**src/rtl/gat_bram_port_adapter.sv**
```systemverilog
// Host-to-core BRAM load adapter: qualifies host writes per channel, tracks load progress
// against a programmed word count, and forwards pipelined readbacks from the core result memory.
module gat_bram_port_adapter #(
    parameter int TOP_WIDTH  = 32,
    parameter int NUM_CH     = 3,
    parameter int ADDR_W     = 18,
    parameter int CNT_W      = 19,
    parameter int RD_LATENCY = 2
) (
    input  logic                         clk,
    input  logic                         rst_n,
    input  logic                         load_start,
    input  logic [NUM_CH*CNT_W-1:0]      expected_words,
    input  logic [NUM_CH*TOP_WIDTH-1:0]  bram_din,
    input  logic [NUM_CH-1:0]            bram_ena,
    input  logic [NUM_CH-1:0]            bram_wea,
    input  logic [NUM_CH*(ADDR_W+2)-1:0] bram_addra,
    output logic [NUM_CH*TOP_WIDTH-1:0]  core_din,
    output logic [NUM_CH-1:0]            core_we,
    output logic [NUM_CH*ADDR_W-1:0]     core_addr,
    output logic [NUM_CH-1:0]            load_done,
    output logic [NUM_CH-1:0]            load_err,
    output logic                         all_loaded,
    input  logic                         rd_req,
    input  logic [ADDR_W+1:0]            rd_addrb,
    output logic [ADDR_W-1:0]            core_rd_addr,
    input  logic [TOP_WIDTH-1:0]         core_rd_dout,
    output logic [TOP_WIDTH-1:0]         rd_dout,
    output logic                         rd_valid
);
    localparam int CMP_W = (ADDR_W > CNT_W) ? ADDR_W : CNT_W;

    typedef enum logic [1:0] {
        ST_IDLE    = 2'd0,
        ST_LOADING = 2'd1,
        ST_DONE    = 2'd2
    } ld_state_t;

    for (genvar ch = 0; ch < NUM_CH; ch++) begin : g_ch
        ld_state_t            state_r;
        logic [CNT_W-1:0]     count_r;
        logic [CNT_W-1:0]     count_inc_s;
        logic [CNT_W-1:0]     exp_words_s;
        logic [ADDR_W+1:0]    byte_addr_s;
        logic [ADDR_W-1:0]    word_addr_s;
        logic [CMP_W-1:0]     word_cmp_s;
        logic [CMP_W-1:0]     exp_cmp_s;
        logic                 strobe_s;
        logic                 accept_s;
        logic                 reject_s;
        logic                 done_r;
        logic                 err_r;
        logic                 we_r;
        logic [ADDR_W-1:0]    addr_r;
        logic [TOP_WIDTH-1:0] din_r;

        // Write qualification; a write coinciding with load_start never reaches the checks.
        always_comb begin
            exp_words_s = expected_words[ch*CNT_W +: CNT_W];
            byte_addr_s = bram_addra[ch*(ADDR_W+2) +: (ADDR_W+2)];
            word_addr_s = byte_addr_s[ADDR_W+1:2];
            word_cmp_s  = CMP_W'(word_addr_s);
            exp_cmp_s   = CMP_W'(exp_words_s);
            count_inc_s = count_r + {{(CNT_W-1){1'b0}}, 1'b1};
            strobe_s    = bram_ena[ch] & bram_wea[ch] & ~load_start;
            if (strobe_s && (byte_addr_s[1:0] == 2'b00) && (word_cmp_s < exp_cmp_s)
                && (state_r != ST_DONE)) begin
                accept_s = 1'b1;
            end else begin
                accept_s = 1'b0;
            end
            reject_s = strobe_s & ~accept_s;
        end

        // Load progress FSM with sticky error and done flags.
        always_ff @(posedge clk or negedge rst_n) begin
            if (!rst_n) begin
                state_r <= ST_IDLE;
                count_r <= '0;
                done_r  <= 1'b0;
                err_r   <= 1'b0;
            end else if (load_start) begin
                count_r <= '0;
                err_r   <= 1'b0;
                if (exp_words_s == '0) begin
                    state_r <= ST_DONE;
                    done_r  <= 1'b1;
                end else begin
                    state_r <= ST_IDLE;
                    done_r  <= 1'b0;
                end
            end else begin
                if (reject_s) begin
                    err_r <= 1'b1;
                end
                case (state_r)
                    ST_IDLE, ST_LOADING: begin
                        if (accept_s) begin
                            count_r <= count_inc_s;
                            state_r <= (count_inc_s == exp_words_s) ? ST_DONE : ST_LOADING;
                        end
                    end
                    // done follows DONE by one cycle so it trails the final core_we pulse
                    ST_DONE: done_r <= 1'b1;
                    default: state_r <= ST_IDLE;
                endcase
            end
        end

        // Registered core-side write port.
        always_ff @(posedge clk or negedge rst_n) begin
            if (!rst_n) begin
                we_r   <= 1'b0;
                addr_r <= '0;
                din_r  <= '0;
            end else begin
                we_r <= accept_s;
                if (accept_s) begin
                    addr_r <= word_addr_s;
                    din_r  <= bram_din[ch*TOP_WIDTH +: TOP_WIDTH];
                end
            end
        end

        assign core_we[ch]                           = we_r;
        assign core_addr[ch*ADDR_W +: ADDR_W]        = addr_r;
        assign core_din[ch*TOP_WIDTH +: TOP_WIDTH]   = din_r;
        assign load_done[ch]                         = done_r;
        assign load_err[ch]                          = err_r;
    end

    assign all_loaded = &load_done;

    logic [RD_LATENCY:0]  rd_pipe_r;
    logic [ADDR_W-1:0]    rd_addr_r;
    logic [TOP_WIDTH-1:0] rd_hold_r;
    logic [1:0]           unused_rd_lsb_s;

    assign unused_rd_lsb_s = rd_addrb[1:0];

    // Readback address register, valid pipeline matching the core memory latency, data hold.
    always_ff @(posedge clk or negedge rst_n) begin
        if (!rst_n) begin
            rd_addr_r <= '0;
            rd_pipe_r <= '0;
            rd_hold_r <= '0;
        end else begin
            if (rd_req) begin
                rd_addr_r <= rd_addrb[ADDR_W+1:2];
            end
            rd_pipe_r <= {rd_pipe_r[RD_LATENCY-1:0], rd_req};
            if (rd_pipe_r[RD_LATENCY]) begin
                rd_hold_r <= core_rd_dout;
            end
        end
    end

    // Memory data is only valid in the rd_valid cycle itself, so it is passed through then and held after.
    assign core_rd_addr = rd_addr_r;
    assign rd_valid     = rd_pipe_r[RD_LATENCY];
    assign rd_dout      = rd_pipe_r[RD_LATENCY] ? core_rd_dout : rd_hold_r;

endmodule

```
**config.mk**
```make
export PLATFORM = sky130hd
export DESIGN_NAME = gat_bram_port_adapter
export DESIGN_NICKNAME = d
export VERILOG_FILES = /design/src/rtl/gat_bram_port_adapter.sv
export SDC_FILE = /design/constraint.sdc
export NUM_CORES = 1
export LEC_CHECK = 0
export CORE_UTILIZATION = 26
export CTS_BUF_LIST = sky130_fd_sc_hd__clkbuf_16
export CTS_CLUSTER_DIAMETER = 30
export DETAILED_ROUTE_END_ITERATION = 16
export PLACE_DENSITY_LB_ADDON = 0.05
export REMOVE_ABC_BUFFERS = 1
export SLEW_MARGIN = 30
export SYNTH_ARGS = -nofsm -noshare
export SYNTH_HDL_FRONTEND = slang
export SYNTH_SLANG_ARGS = --single-unit
export TNS_END_PERCENT = 50
```
**constraint.sdc**
```tcl
create_clock -name clk -period 5.7 [get_ports clk]
set_clock_uncertainty 0.15 [all_clocks]
set_input_delay 1.14 -clock clk [delete_from_list [all_inputs] [get_ports clk]]
set_output_delay 1.14 -clock clk [all_outputs]
set_load 0.01 [all_outputs]
```
Word-level counts from Yosys, hierarchy flattened:

Cells that the tools add are included.
W data, S select, Z words.

* divide/modulo/power cells: 0
* bitwise gates (word level): 13
* add/subtract/negate cells: 3
* reductions and logical operators: 40
* mux-type cells: 43
* equality and inequality tests: 18
* magnitude comparators: 3
* shift-type cells: 0
* $mul: 0

Operators with widths (number)
* $mux W19: 9
* $add A19 B1 Y19 const B: 3
* $eq A19 B19 Y1: 3
* $logic_not A19 Y1: 3
* $lt A18 B19 Y1: 3
* $mux W32: 1
* $mux W2: 12
* $reduce_bool A2 Y1: 12
* $mux W1: 18
* $logic_not A2 Y1: 6
* $ne A2 B2 Y1 const B: 6
* $pmux W2 S2: 3
* $reduce_and A2 Y1: 6
* $and A1 B1 Y1: 9
* $logic_and A1 B1 Y1: 9
* $ne A3 B3 Y1 const B: 3
* $eq A2 B1 Y1 const B: 3
* $eq A2 B2 Y1 const B: 3
* $reduce_or A2 Y1: 3
* $not A1 Y1: 4
* $reduce_and A3 Y1: 1

* input bits: 275
* bits in latches: 0
* RAM bits: 0
* output and inout bits: 211
* memories: 0
* ROM bits: 0
* bits in registers: 275
* logic and storage cells: 144

Depth between registers and ports, before layout:

* depth after elaboration: 10
* mapped depth: 13
* mapped depth without buffers: 11

Least setup slack after synthesis:

No wires, ideal clock.

* path type: input port to flip-flop
* from: input port expected_words[8]
* to: register g_ch[0].count_r[15]
* setup time: 78 ps
* data arrival time: 3179 ps
* path slack: 2293 ps
* stages on the path: 12
* data required time: 5472 ps
* path through: inv_1 ha_1 a21o_1 a21o_1 a21oi_1 a21boi_0 a211o_1 buf_2 inv_2 nand2_1 or4_1 a21oi_1

* cells in the longest elaborated chain, start to end: 6

Ends and longest elaborated chain
* from (decl): RTL line 13 `input logic [NUM_CH*CNT_W-1:0] expected_words,`
* $lt A18 B19 Y1: RTL line 66 `if (strobe_s && (byte_addr_s[1:0] == 2'b00) && (word_cmp_s < exp_cmp_s)`
* $logic_and A1 B1 Y1: RTL line 66
* $logic_and A1 B1 Y1: RTL line 67 `&& (state_r != ST_DONE)) begin`
* $mux W1: RTL line 66
* $reduce_bool A2 Y1 (no line)
* $reduce_and A2 Y1 (no line)
* to (signal assigned): RTL line 99 `count_r <= count_inc_s;`
* to (decl): RTL line 41 `logic [CNT_W-1:0] count_r;`

Every way passes these cells.
A chain may end at the register's enable or synchronous reset.

Worst setup path in the final report:

* from: input port expected_words[12]
* to: register g_ch[0].count_r[15]

The elaborated chain is that of the path after synthesis.

==> results.txt <==
----------------------------------------------------
[Outcome]
  Status ... completed

[Pwr]
  Clock power frac ... 0.515
  Worst-case vdd ir drop ... 0.000386 V
  Leakage power ... 9.44 nW
  Switching portion of total power ... 0.255
  Switching pwr ... around 2.2 mW
  Sequential share of power ... 0.287
  Power density over the cells ... 386 nW/um^2
  Internal power ... 6.44 mW
  Portion of total power attributed to combinational logic ... 0.197

[Synth]
  Flip-flop and latch count after synthesis ... 275
  Post-synthesis cell type count ... between 60 and 70
  Most common flop cell mapped by yosys ... dfrtp_1
  Number of enable flip-flop cells after synthesis ... 0
  Total standard cell area after synthesis ... 14,100 um^2
  Sequential area share after synthesis ... 0.489
  Async set or reset register ratio after synthesis ... 1.00
  Post-Syn Instances ... between 1,000 and 1,500
  Synthesis Warnings ... 0
  Average cell area after synthesis ... about 11 um^2

[Min path]
  Worst hold start ... rd_pipe_r[1]
  Hold Path End ... rd_pipe_r[2]
  Hold WC Path Type ... register to register
  Cell count of the worst hold path ... 0

[Floorplan]
  Core area ... 53,000 um^2
  Initial cell density of the core ... 0.266
  Number of rows created at floorplan ... 84
  Number of ports placed on the die boundary ... 486
  Die extent in y ... 235 um
  Area of the die ... between 50,000 and 60,000 um^2
  Floorplan die width ... 235 um

[Detailed routing]
  Average routed wire per standard cell ... about 19 um
  Number of remaining DRC errors ... 0
  Detailed-route via count ... 11,500
  First-pass DRT Iterations ... 4
  Antenna viol nets, final ... 0
  Detailed Route Iter0 Violations ... roughly 430
  WL final ... a little under 50,000 um
  Via density per instance ... roughly 4.6

[Worst setup path]
  WP data arrival ... 4450 ps
  CP cell instances ... clkdlybuf4s50_1 > inv_1 > ha_1 > a21o_1 > a21o_1 > a21oi_1 > o221ai_1 > a211o_1 > buf_4 > inv_2 > nand2_1 > or4_1 > a21oi_1
  Category of the worst setup path launch point ... input port
  Library cell contributing the largest single delay on the critical path ... clkdlybuf4s50_1
  R2R Setup Slk ... 2250 ps
  Family with the most delay on the worst path ... compound AO/OA/AOI/OAI gates
  Highest net fanout along the worst path ... 19
  Reg-to-Reg End ... g_ch[0].count_r[15]
  Critical path buffer and inverter count ... 4
  Delay contributed by the slowest stage of the critical path ... 610 ps
  R2R cell count ... 9
  Worst reg2reg path startpoint ... g_ch[0].state_r[1]
  Sort of element at the end of the critical path ... register
  Classification of the worst setup path ... input port to register
  Critical Path RT ... 6070 ps

[Placed design]
  Weighted congestion reported at the end of routability-driven placement ... 0.793
  Port Buffers ... between 400 and 500
  Sum of net half-perimeters after detailed placement ... approximately 36,000 um
  Post-detailed-placement cell area ... between 15,000 and 20,000 um^2

[Clocking]
  Clock Latency Late Sink ... 610 ps
  Number of buffers on the longest clock path ... 3
  Count of H-tree levels built during CTS ... 3
  CTS tree ... yes
  Post-CTS Setup Bufs ... 0
  Total clock buffers created by CTS ... 86
  Register clock-pin slew on the reported worst setup and hold paths ... 40 ps
  Root Buffer Master ... clkbuf_16
  Count of clock tree sinks ... around 280
  Number of buffers inserted for hold repair after clock tree synthesis ... 0
  Post-CTS sizing ... 0

[Finish]
  Final instance area ... 22,400 um^2
  Area growth, synth to finish ... 59.1%
  Layout cells sized above 1 ... 0.194
  Number of nets in the layout ... 2,090

[Timing]
  Setup TNS ... 0 ps
  Setup Viol. Count Final ... 0
  RSZ-0062 raised after global routing ... false
  Fin crit period ... roughly 4000 ps
  Hold WS ... 191 ps
  Achievable Freq ... between 200 and 250 MHz
  Hold violation count in the final report ... 0
  Final period util ... 0.717
  Worst Max-Slew Pin Slew ... 901 ps
  Max transition margin ... 0.398
  Number of slew-limit violations in the final report ... 0

[Global route]
  Number of antenna violations at the first check in global routing ... 5
  First-pass GRT wire length ... 75,700 um
  Via count of the first global-routing pass ... 12,300
  Total grt overflow ... 0
  Global Route Usage Sum ... 0.179
  Largest net degree at the start of global routing ... 105

[Flow run]
  Total of max-cap violations ... 0

----------------------------------------------------
[sequential cells by signal, summed over array words and instances (netlist names)]
name and cells:
g_ch.done_r 3, rd_pipe_r 3, core_rd_addr 18, g_ch.err_r 3, rd_hold_r 32, g_ch.we_r 3, g_ch.state_r 6, g_ch.din_r 96
g_ch.addr_r 54, g_ch.count_r 57
[synthesized netlist by cell type (29+ instances only)]
master | count | area share
a21oi_1 | 36 | 0.013
dfrtp_1 | 275 | 0.49
inv_1 | 60 | 0.016
ha_1 | 54 | 0.048
nand2_1 | 49 | 0.013
mux2_2 | 201 | 0.16
o21ai_0 | 29 | 0.010
nand3_1 | 30 | 0.011
xor2_1 | 38 | 0.024
xnor2_1 | 81 | 0.050
nor2_1 | 87 | 0.023
[worst max-delay path by stage]
stage / start / endpoint / slack [ps] / depth (start not counted)
final: expected_words[12] / g_ch[0].count_r[15] / 1610 / 13
after global routing: expected_words[12] / g_ch[0].count_r[15] / 1400 / 13
after CTS: expected_words[12] / g_ch[0].count_r[15] / 1580 / 13
after detailed placement: expected_words[12] / g_ch[0].count_r[15] / 940 / 13
after global placement: expected_words[12] / g_ch[0].count_r[15] / 970 / 13
after floorplan: expected_words[55] / g_ch[2].state_r[0] / 1030 / 8
[worst register-to-register path, cell delays in order, from the launching register on]
cell	delay, ps
dfrtp_1	480
a21o_1	260
nor4_1	530
o221ai_1	290
a211o_1	280
buf_4	190
inv_2	140
nand2_1	350
or4_1	530
a21oi_1	140
[per-layer routing]
layer	global-route usage	vias to the layer above	wire (um)
met3	0.0874	84	4930
met2	0.271	434	21600
li1	-	5483	-
met4	0.0522	10	874
met5	0	-	64
met1	0.223	5534	21400
[area by class of cell]
type	count	area, um^2
diodes	2	5.00
clock buffers	87	2180
clock inverters	70	586
fillers	5106	30600
inverters	63	236
multi-input cells	839	6660
flip-flops and latches	275	6880
well taps	688	861
repair buffers	496	4970
[placed cells by master (no fill, tap or decap), types with 6 or more instances in the layout]
master,n
clkbuf_16,87
ha_1,54
clkinv_2,19
mux2i_1,9
buf_4,10
nand4_1,26
or3_1,16
and2_1,7
nand2b_1,7
xnor2_1,81
a21o_1,14
a31oi_1,6
xor2_1,38
bufinv_16,8
inv_1,75
nor2_1,87
nor4_1,28
nand3_1,30
clkdlybuf4s50_1,481
clkinv_1,20
o21ai_0,28
a21oi_1,36
and4_1,7
nor3_1,23
nand2_1,49
and3_1,8
mux2_2,201
dfrtp_1,275
[power by group through the flow]
stage	clock network [mW]	registers, mW	logic [mW]
after CTS	4.58	2.49	1.74
after detailed placement	0	2.50	1.73
after floorplan	0	2.64	0.436
final	4.45	2.48	1.71
after global placement	0	2.49	1.73
after global routing	4.70	2.53	1.83
[per-stage QoR]
stage          power (mW)  cells  utilization  setup slack (ps)
2_1_floorplan        3.08   1177            -              1030
3_3_place_gp         4.22   2361        0.370               967
3_5_place_dp         4.23   2361        0.370               937
4_1_cts              8.80   2518        0.422              1580
5_1_grt              9.06   2518        0.422              1400
6_report             8.64   2520        0.422              1610
[cell families after synthesis]
| family | after synthesis | synth area share |
|---|---|---|
| xor gates and xnor gates | 119 | 0.0741 |
| DFF | 275 | 0.489 |
| AOI/OAI and AO/OA | 134 | 0.0627 |
| buffers and inverters | 125 | 0.0374 |
| and+or+nand+nor | 322 | 0.121 |
| muxes | 210 | 0.167 |
| adders and majority gates | 54 | 0.0480 |
No activity file was read; power rests on OpenSTA's default activity.
